**src/rtl/tank_motion_ctrl.sv**
```systemverilog
`default_nettype none
// ============================================================================
// Module   : tank_motion_ctrl
// Brief    : Per-frame movement of two tanks with edge clamping and collision.
// Revision : 1.0
// ============================================================================

module tank_motion_ctrl #(
  parameter int VIDEO_WIDTH  = 640,
  parameter int VIDEO_HEIGHT = 480,
  parameter int SPRITE_SIZE  = 64,
  parameter int STEP         = 3,
  parameter int P1_X0        = 32,
  parameter int P1_Y0        = 208,
  parameter int P2_X0        = 544,
  parameter int P2_Y0        = 208
) (
  input  logic        clk,
  input  logic        reset,
  input  logic        screenEnd,
  input  logic        p1_up,
  input  logic        p1_down,
  input  logic        p1_left,
  input  logic        p1_right,
  input  logic        p2_up,
  input  logic        p2_down,
  input  logic        p2_left,
  input  logic        p2_right,
  output logic [9:0]  p1X,
  output logic [10:0] p1Y,
  output logic [9:0]  p2X,
  output logic [10:0] p2Y,
  output logic        frame_done
);

  localparam logic [11:0] C_STEP = 12'(STEP);
  localparam logic [11:0] C_SIZE = 12'(SPRITE_SIZE);
  localparam logic [11:0] C_VW   = 12'(VIDEO_WIDTH);
  localparam logic [11:0] C_VH   = 12'(VIDEO_HEIGHT);

  typedef enum logic [1:0] {IDLE, MOVE1, MOVE2, DONE} state_t;

  state_t      state_q;
  logic        sync1_q, sync2_q, sync3_q;
  logic [1:0]  vld_q;
  logic        armed_q;
  logic [3:0]  dir1_q, dir2_q;
  logic [9:0]  p1x_q, p2x_q, p1x_d, p2x_d;
  logic [10:0] p1y_q, p2y_q, p1y_d, p2y_d;
  logic        frame_done_q;
  logic        frame_tick;

  function automatic logic [11:0] axis_cand(input logic [11:0] pos, input logic dec,
                                            input logic inc, input logic [11:0] lim);
    logic [11:0] r;
    r = pos;
    if (inc && !dec)
      r = (pos + C_SIZE + C_STEP <= lim) ? pos + C_STEP : lim - C_SIZE;
    else if (dec && !inc)
      r = (pos >= C_STEP) ? pos - C_STEP : 12'd0;
    return r;
  endfunction

  function automatic logic overlap(input logic [11:0] ax, input logic [11:0] ay,
                                   input logic [11:0] bx, input logic [11:0] by);
    logic [11:0] dx, dy;
    dx = (ax >= bx) ? ax - bx : bx - ax;
    dy = (ay >= by) ? ay - by : by - ay;
    return (dx < C_SIZE) && (dy < C_SIZE);
  endfunction

  // dir = {up, down, left, right}; result packed as {x, y}
  function automatic logic [23:0] resolve(input logic [11:0] x, input logic [11:0] y,
                                          input logic [3:0] dir,
                                          input logic [11:0] ox, input logic [11:0] oy);
    logic [11:0] cx, cy;
    logic [23:0] r;
    cx = axis_cand(x, dir[1], dir[0], C_VW);
    cy = axis_cand(y, dir[3], dir[2], C_VH);
    if (!overlap(cx, cy, ox, oy))     r = {cx, cy};
    else if (!overlap(cx, y, ox, oy)) r = {cx, y};
    else if (!overlap(x, cy, ox, oy)) r = {x, cy};
    else                              r = {x, y};
    return r;
  endfunction

  assign frame_tick = sync2_q & ~sync3_q & armed_q;

  // p2 is resolved in MOVE2, when p1 registers already hold this frame's result
  always_comb begin
    logic [23:0] r1, r2;
    r1 = resolve(12'(p1x_q), 12'(p1y_q), dir1_q, 12'(p2x_q), 12'(p2y_q));
    r2 = resolve(12'(p2x_q), 12'(p2y_q), dir2_q, 12'(p1x_q), 12'(p1y_q));
    p1x_d = 10'(r1[23:12]);
    p1y_d = 11'(r1[11:0]);
    p2x_d = 10'(r2[23:12]);
    p2y_d = 11'(r2[11:0]);
  end

  always_ff @(posedge clk or posedge reset) begin
    if (reset) begin
      state_q      <= IDLE;
      sync1_q      <= 1'b0;
      sync2_q      <= 1'b0;
      sync3_q      <= 1'b0;
      vld_q        <= 2'b00;
      armed_q      <= 1'b0;
      dir1_q       <= 4'b0;
      dir2_q       <= 4'b0;
      p1x_q        <= 10'(P1_X0);
      p1y_q        <= 11'(P1_Y0);
      p2x_q        <= 10'(P2_X0);
      p2y_q        <= 11'(P2_Y0);
      frame_done_q <= 1'b0;
    end else begin
      sync1_q      <= screenEnd;
      sync2_q      <= sync1_q;
      sync3_q      <= sync2_q;
      // a tick needs the synchronized level to be seen low after reset first
      vld_q        <= {vld_q[0], 1'b1};
      armed_q      <= armed_q | (vld_q[1] & ~sync2_q);
      frame_done_q <= 1'b0;
      case (state_q)
        IDLE: begin
          if (frame_tick) begin
            dir1_q  <= {p1_up, p1_down, p1_left, p1_right};
            dir2_q  <= {p2_up, p2_down, p2_left, p2_right};
            state_q <= MOVE1;
          end
        end
        MOVE1: begin
          p1x_q   <= p1x_d;
          p1y_q   <= p1y_d;
          state_q <= MOVE2;
        end
        MOVE2: begin
          p2x_q        <= p2x_d;
          p2y_q        <= p2y_d;
          frame_done_q <= 1'b1;
          state_q      <= DONE;
        end
        DONE:    state_q <= IDLE;
        default: state_q <= IDLE;
      endcase
    end
  end

  assign p1X        = p1x_q;
  assign p1Y        = p1y_q;
  assign p2X        = p2x_q;
  assign p2Y        = p2y_q;
  assign frame_done = frame_done_q;

endmodule

`default_nettype wire

```
**config.mk**
```make
export PLATFORM = sky130hd
export DESIGN_NAME = tank_motion_ctrl
export DESIGN_NICKNAME = d
export VERILOG_FILES = /design/src/rtl/tank_motion_ctrl.sv
export SDC_FILE = /design/constraint.sdc
export NUM_CORES = 1
export LEC_CHECK = 0
export CAP_MARGIN = 20
export CORE_UTILIZATION = 30
export DETAILED_ROUTE_END_ITERATION = 8
export GPL_ROUTABILITY_DRIVEN = 0
export GPL_TIMING_DRIVEN = 0
export PLACE_DENSITY = 0.46
export RECOVER_POWER = 25
export SYNTH_ARGS = -nofsm -noshare
export SYNTH_HDL_FRONTEND = slang
export SYNTH_SLANG_ARGS = --single-unit
```
**constraint.sdc**
```tcl
create_clock -name clk -period 15.6 [get_ports clk]
set_input_delay 2.34 -clock clk [delete_from_list [all_inputs] [get_ports clk]]
set_output_delay 2.34 -clock clk [all_outputs]
set_load 0.01 [all_outputs]
```
==> results.md, run 1 <==
- Clock buffer depth: 2
- Met3 wire len: 1500 um
- DR vias: 9,735
- Ratio of cells with drive above 1 in the final layout: 0.0687
- Worst r2r src: p2X[1]
- Fin cells: 1,720
- FMAX: 131 MHz
- Port Buf Inserts: 53
- Failing checks: design-rule violations, max-capacitance violations, max-slew violations
- Min-delay src: sync1_q
- TNS Setup: 0 ns
- Final core utilization: 0.351
- P&R area growth vs syn: 14.2%
- # fillers: 3,281
- Final period utilization: 0.490
- Final slew viol count: 60
- Final wirelength: 33,900 um
- Post-CTS Setup Inserts: 0
- M1 WL: 17,000 um
- Final Hold Viols: 0
- Slew headroom: -1.06
- Clk Latency, worst-skew pair: 0.35 ns
- Maximum capacitance violations: 1
- Min-delay worst type: register to register
- Chip Height: 180 um
- Post-synthesis adder-cell area fraction: 0.182
- R2R Path End: p2Y[1]
- Met2 WL post-DR: 15,000 um
- Total CTS buffers: 9
- Syn Inst Count: 1,255
- Top FF cell, synth: dfrtp_1
- Mapped Avg Cell Area: 7.56 um^2
- Synth Area in XOR/XNOR: 0.0323
- R2R Setup Slk: 7.96 ns
- CP endpoint kind: register
- Clock skew: 0.00757 ns
- Hold Slack: 0.347 ns
- Simple-Gate Fraction of Synth Area: 0.206
- Largest net degree at the start of global routing: 60
- R2R cell count: 27
- Initial antenna violation count: 0
- CP Max Fanout: 10
- #FFs+latches synth: 59
- Kind of critical path: register to register
- Critical path buffer and inverter count: 7
- RSZ-0062 raised after global routing: no
- Most frequent CP cell: clkbuf_1
- # diodes: 0
- CP startpoint kind: register
- Slowest CP cell: a31oi_1
- Top sig layer: met4
- Die W: 180 um
- Synthesized area: 9480 um^2
- Largest family of logic cells by synthesized area: compound AO/OA/AOI/OAI gates
- Syn Nets: 1,404
- Arr. time, crit path: 7.89 ns
- Hold_buf cts: 0
- CTS tree: built
- Clock Pin Slew Worst Setup and Hold Paths: 0.06 ns
- Core Region: 30,800 um^2
- Setup Viol. Count Final: 0
- Mux contribution to synthesized area: 0.0493
- Drt drc: 1
- ANT nets after route: 0
- Total GRT Usage: 0.207
- Count of cell types in the netlist: 89
- Outcome: finished, violations left
- Asr flop ratio synth: 1.00
- Critical path's top delay family: compound AO/OA/AOI/OAI gates
- Post-synth EDFFs: 0
- Clock sink total: 59
- Via density per instance: 5.66
- CP Data Required Time: 15.85 ns
- Vias in the first global route: 8,936
- Starting Density: 0.308
- CTS Root Cell: clkbuf_16
- DR iter-0 viols: 793
- GR Overflow Total: 0
- Synth Area in Compound Gates: 0.299
- Worst Tran Pin Value: 3.08 ns
- Detail Placement HPWL: 26,800 um
- Die Area: 32,300 um^2
- Floorplan row count: 64
- Routed length per instance: 19.7 um
- Drt pass-1 iters: 8
- Crit path largest cell delay: 0.61 ns
- Yosys warning total: 0
- Sequential share of the synthesized area: 0.157
- Hold Path Stages: 0
- Dpl cells: 1,704
- IO Count: 54
- H-tree depth: 3
- Post_cts resized: 0
- Final Net Count: 1,468
- Worst Hold End: sync2_q
- First-pass GRT wire length: 52,500 um
- Period minus WS final: 7.64 ns
==> layout by cell type, fill, tap and decap left out, types with 28 or more instances in the layout <==
master	instances
a21o_1	28
a21oi_1	101
clkbuf_1	35
clkdlybuf4s50_1	43
dfrtp_1	50
ha_1	138
inv_1	120
mux2i_1	31
nand2_1	86
nand3_1	30
nor2_1	91
nor3_1	34
o21ai_0	81
xnor2_1	29
==> layout make-up <==
| class | count | area (um^2) | area share |
|---|---|---|---|
| multi-input cells | 1019 | 7300 | 0.674 |
| flip-flops and latches | 59 | 1490 | 0.137 |
| repair buffers | 53 | 531 | 0.0490 |
| well taps | 396 | 495 | 0.0457 |
| inverters | 122 | 459 | 0.0424 |
| clock buffers | 12 | 246 | 0.0228 |
| plain buffers | 55 | 241 | 0.0223 |
| clock inverters | 4 | 75.1 | 0.00693 |
==> cells by family (layout without fill, tap and decap cells) <==
family	after synthesis	after routing
AO/OA/AOI/OAI	418	418
XOR/XNOR	35	35
adder cells (fa/ha/maj)	138	138
buffers and inverters	177	246
flip-flops	59	59
multiplexers	45	45
other	1	1
AND/OR/NAND/NOR	382	382
==> flip-flops by register name, summed over array words and instances (netlist names) <==
name and count:
p1Y 11, state_q 2, sync3_q 1, frame_done 1, dir2_q 4, armed_q 1
sync2_q 1, vld_q 2, p2Y 11, p1X 10, sync1_q 1, p2X 10
dir1_q 4
==> cell usage after synthesis (29+ instances only) <==
master      n  area share
ha_1      138        0.18
inv_1     121       0.048
a21oi_1   101       0.053
nor2_1     91       0.036
nand2_1    86       0.034
o21ai_0    81       0.043
dfrtp_1    50        0.13
nor3_1     34       0.018
clkbuf_1   33       0.013
mux2i_1    31       0.033
nand3_1    30       0.016
xnor2_1    29       0.027
==> how the worst max path moves through the flow <==
stage	from	endpoint	slack, ns	depth (start not counted)
6_report	p2X[1]	p2Y[1]	7.96	27
5_1_grt	p2X[1]	p2Y[3]	7.44	27
4_1_cts	p2X[1]	p2Y[3]	8.06	27
3_5_place_dp	p2X[1]	p2Y[3]	8.08	27
3_3_place_gp	p2X[1]	p2Y[3]	7.89	27
2_1_floorplan	p2X[1]	p2X[3]	9.55	28
==> metrics by stage <==
step,area (um^2),setup WS (ns)
final,10800,7.96
after floorplan,9480,9.55
after CTS,10800,8.06
after global routing,10800,7.44
after detailed placement,10500,8.08
after global placement,10500,7.89
==> routing by layer <==
| metal | vias up | GRT usage |
|---|---|---|
| li1 | 4734 | - |
| met1 | 4692 | 0.302 |
| met2 | 291 | 0.325 |
| met3 | 18 | 0.0255 |
| met4 | 0 | 0.0352 |
| met5 | - | 0 |
Power of run 1 is left out: the tool's default activity adds up to more than one toggle a clock period on the data nets, which glitch-free logic cannot reach.
==> inputs of run 2 (changes only) <==
--- a/config.mk
+++ b/config.mk
@@ -10,7 +10,7 @@
 export DETAILED_ROUTE_END_ITERATION = 8
 export GPL_ROUTABILITY_DRIVEN = 0
 export GPL_TIMING_DRIVEN = 0
-export PLACE_DENSITY = 0.46
+export PLACE_DENSITY = 0.47
 export RECOVER_POWER = 25
 export SYNTH_ARGS = -nofsm -noshare
 export SYNTH_HDL_FRONTEND = slang
==> constraint.sdc (replaced) <==
create_clock -name clk -period 6.5 [get_ports clk]
set_input_delay 0.975 -clock clk [delete_from_list [all_inputs] [get_ports clk]]
set_output_delay 0.975 -clock clk [all_outputs]
set_load 0.01 [all_outputs]
==> results.md, run 2 (synthesis results as in run 1) <==
- Outcome: finished, violations left
- Failing checks: design-rule violations, max-capacitance violations, max-slew violations
- Crit path largest cell delay: 0.51 ns (-0.10 ns)
- CP Max Fanout: 9 (-1)
- Critical path's top delay family: simple AND/OR/NAND/NOR gates
- Final period utilization: 0.950 (+0.461)
- Drt drc: 2 (+1)
- Multi-input logic area: 7470 um^2 (+2.4%)
- Clock sink total: 59 (unchanged)
- Min-delay worst type: register to register
- GR Overflow Total: 0 (unchanged)
- FMAX: 162 MHz (+24%)
- Kind of critical path: register to register
- Hold Path Stages: 0 (unchanged)
- Total CTS buffers: 9 (unchanged)
- Maximum capacitance violations: 1 (unchanged)
- Port Buf Inserts: 53 (unchanged)
- Post-route cell area: 11,200 um^2 (+3.4%)
- DR iter-0 viols: 773 (-2.5%)
- Period minus WS final: 6.18 ns (-1.46 ns)
- Via density per instance: 5.63 (-0.60%)
- CP Data Required Time: 6.72 ns (-9.13 ns)
- Slowest CP cell: or4_1
- Die Area: 32,300 um^2 (unchanged)
- Ratio of cells with drive above 1 in the final layout: 0.117 (+0.0478)
- Vias in the first global route: 9,179 (+2.7%)
- Worst r2r src: p2Y[1]
- # fillers: 3,254 (-0.82%)
- Starting Density: 0.308 (unchanged)
- Worst Hold End: vld_q[1]
- Hold Slack: 0.343 ns (-0.00446 ns)
- Die W: 180 um (unchanged)
- Min-delay src: vld_q[0]
- Chip Height: 180 um (unchanged)
- Drt pass-1 iters: 7 (-1)
- DR vias: 9,806 (+0.73%)
- Final Net Count: 1,491 (+1.6%)
- Worst-path cell chain: ha_1 -> or3_1 -> or2_2 -> clkbuf_1 -> o41ai_4 -> buf_4 -> nor2_1 -> o21ai_0 -> o41ai_1 -> ha_1 -> buf_2 -> and4_1 -> a31o_2 -> a31oi_4 -> inv_2 -> or4_1 -> a32oi_1 -> nand4_1 -> nor3_1 -> nand3_1 -> o31ai_1 -> buf_4 -> mux2_1
- Slew headroom: -1.01 (+0.0539)
- Setup Viol. Count Final: 0 (unchanged)
- Routed length per instance: 19.7 um (-0.20%)
- CTS Root Cell: clkbuf_16
- Most frequent cells in the layout: ha_1, inv_1, a21oi_1
- P&R area growth vs syn: 18.1%
- Final core utilization: 0.363 (+0.0118)
- IO Count: 54 (unchanged)
- Initial antenna violation count: 0 (unchanged)
- Critical path buffer and inverter count: 5 (-2)
- Clk Latency, worst-skew pair: 0.34 ns (about the same)
- Final slew viol count: 60 (unchanged)
- Most common cell after layout, fill and taps aside: ha_1
- R2R cell count: 23 (-15%)
- Clock buffer depth: 2 (unchanged)
- Fin cells: 1,743 (+1.3%)
- Arr. time, crit path: 6.39 ns (-1.50 ns)
- H-tree depth: 3 (unchanged)
- Largest net degree at the start of global routing: 60 (unchanged)
- Final wirelength: 34,300 um (+1.1%)
- Total GRT Usage: 0.209 (+0.00183)
- Dpl cells: 1,704 (unchanged)
- Floorplan row count: 64 (unchanged)
- Detail Placement HPWL: 26,700 um (-0.25%)
- CP startpoint kind: register
- First-pass GRT wire length: 53,100 um (+1.1%)
- Core Region: 30,800 um^2 (unchanged)
- Worst Tran Pin Value: 3.00 ns (-0.0804 ns)
- # diodes: 0 (unchanged)
- CTS tree: built
- Placed inst area: 10,500 um^2 (unchanged)
- R2R Path End: p2X[3]
- CP endpoint kind: register
- Final Hold Viols: 0 (unchanged)
- Clock skew: 0.0143 ns (+0.00669 ns)
- Clock Pin Slew Worst Setup and Hold Paths: 0.06 ns (about the same)
- Register Area: 1500 um^2 (+0.67%)
- ANT nets after route: 0 (unchanged)
- R2R Setup Slk: 0.32 ns (-7.64 ns)
==> run 2: cell types whose count changed in the layout (fill, tap and decap cells not counted), moves of 3 or more <==
cell	change
o21ai_0	-7
dfrtp_1	-8
inv_1	-5
clkbuf_1	-8
dfrtp_2	+8
o21ai_1	+6
clkinvlp_4	+3
clkbuf_4	+3
dlygate4sd3_1	-8
buf_4	+27
clkdlybuf4s50_1	+8
==> run 2: timing repair <==
item / in CTS / in global routing
hold buffers: 0 / 0
buffers inserted: 8 / 18
setup endpoints to repair: 42 / 42
pin swaps: 3 / 7
gates resized for setup: 29 / 39
gates cloned: 1 / 0
==> run 2: worst register-to-register path, cell delays in order, from the launching register on <==
cell      delay, ns
dfrtp_2        0.49
ha_1           0.31
or3_1          0.44
or2_2          0.29
clkbuf_1       0.19
o41ai_4        0.33
buf_4          0.19
nor2_1         0.04
o21ai_0        0.13
o41ai_1        0.17
ha_1           0.33
buf_2          0.17
and4_1         0.25
a31o_2         0.28
a31oi_4        0.30
inv_2          0.12
or4_1          0.51
a32oi_1        0.21
nand4_1        0.15
nor3_1         0.21
nand3_1        0.17
o31ai_1        0.22
buf_4          0.20
mux2_1         0.34
==> run 2: layout make-up <==
cell class                      count  area share
Buffer                             51      0.0218
Clock buffer                       12      0.0229
Clock inverter                      4     0.00224
Inverter                          122      0.0422
Multi-Input combinational cell   1019       0.667
Sequential cell                    59       0.134
Tap cell                          396      0.0443
Timing Repair Buffer               80      0.0655
==> run 2: metrics by stage <==
stage / TNS, ns / worst slack (ns)
final: 0 / 0.323
after global routing: -0.124 / -0.0294
after CTS: -0.0594 / -0.0594
after detailed placement: -32.02 / -1.14
after global placement: -32.90 / -1.15
after floorplan: 0 / 0.449
==> run 2: worst max path at each step <==
stage           start      to  slack (ns)  depth (start not counted)
6_report       p2Y[1]  p2X[3]        0.32                         23
5_1_grt        p1X[0]  p1X[5]       -0.03                         25
3_3_place_gp   p2X[0]  p2X[3]       -1.15                         27
2_1_floorplan  p2X[1]  p2X[3]        0.45                         28
3_5_place_dp   p2X[1]  p2X[3]       -1.14                         27
4_1_cts        p2Y[1]  p2X[3]       -0.06                         24
==> run 2: metal layers <==
layer,share of wire,global-route usage,vias to the layer above
li1,-,-,4792
met5,0,0,-
met2,0.44,0.327,249
met4,0.017,0.0503,0
met1,0.50,0.301,4730
met3,0.041,0.0261,35
Power of run 2 is left out for the same reason.
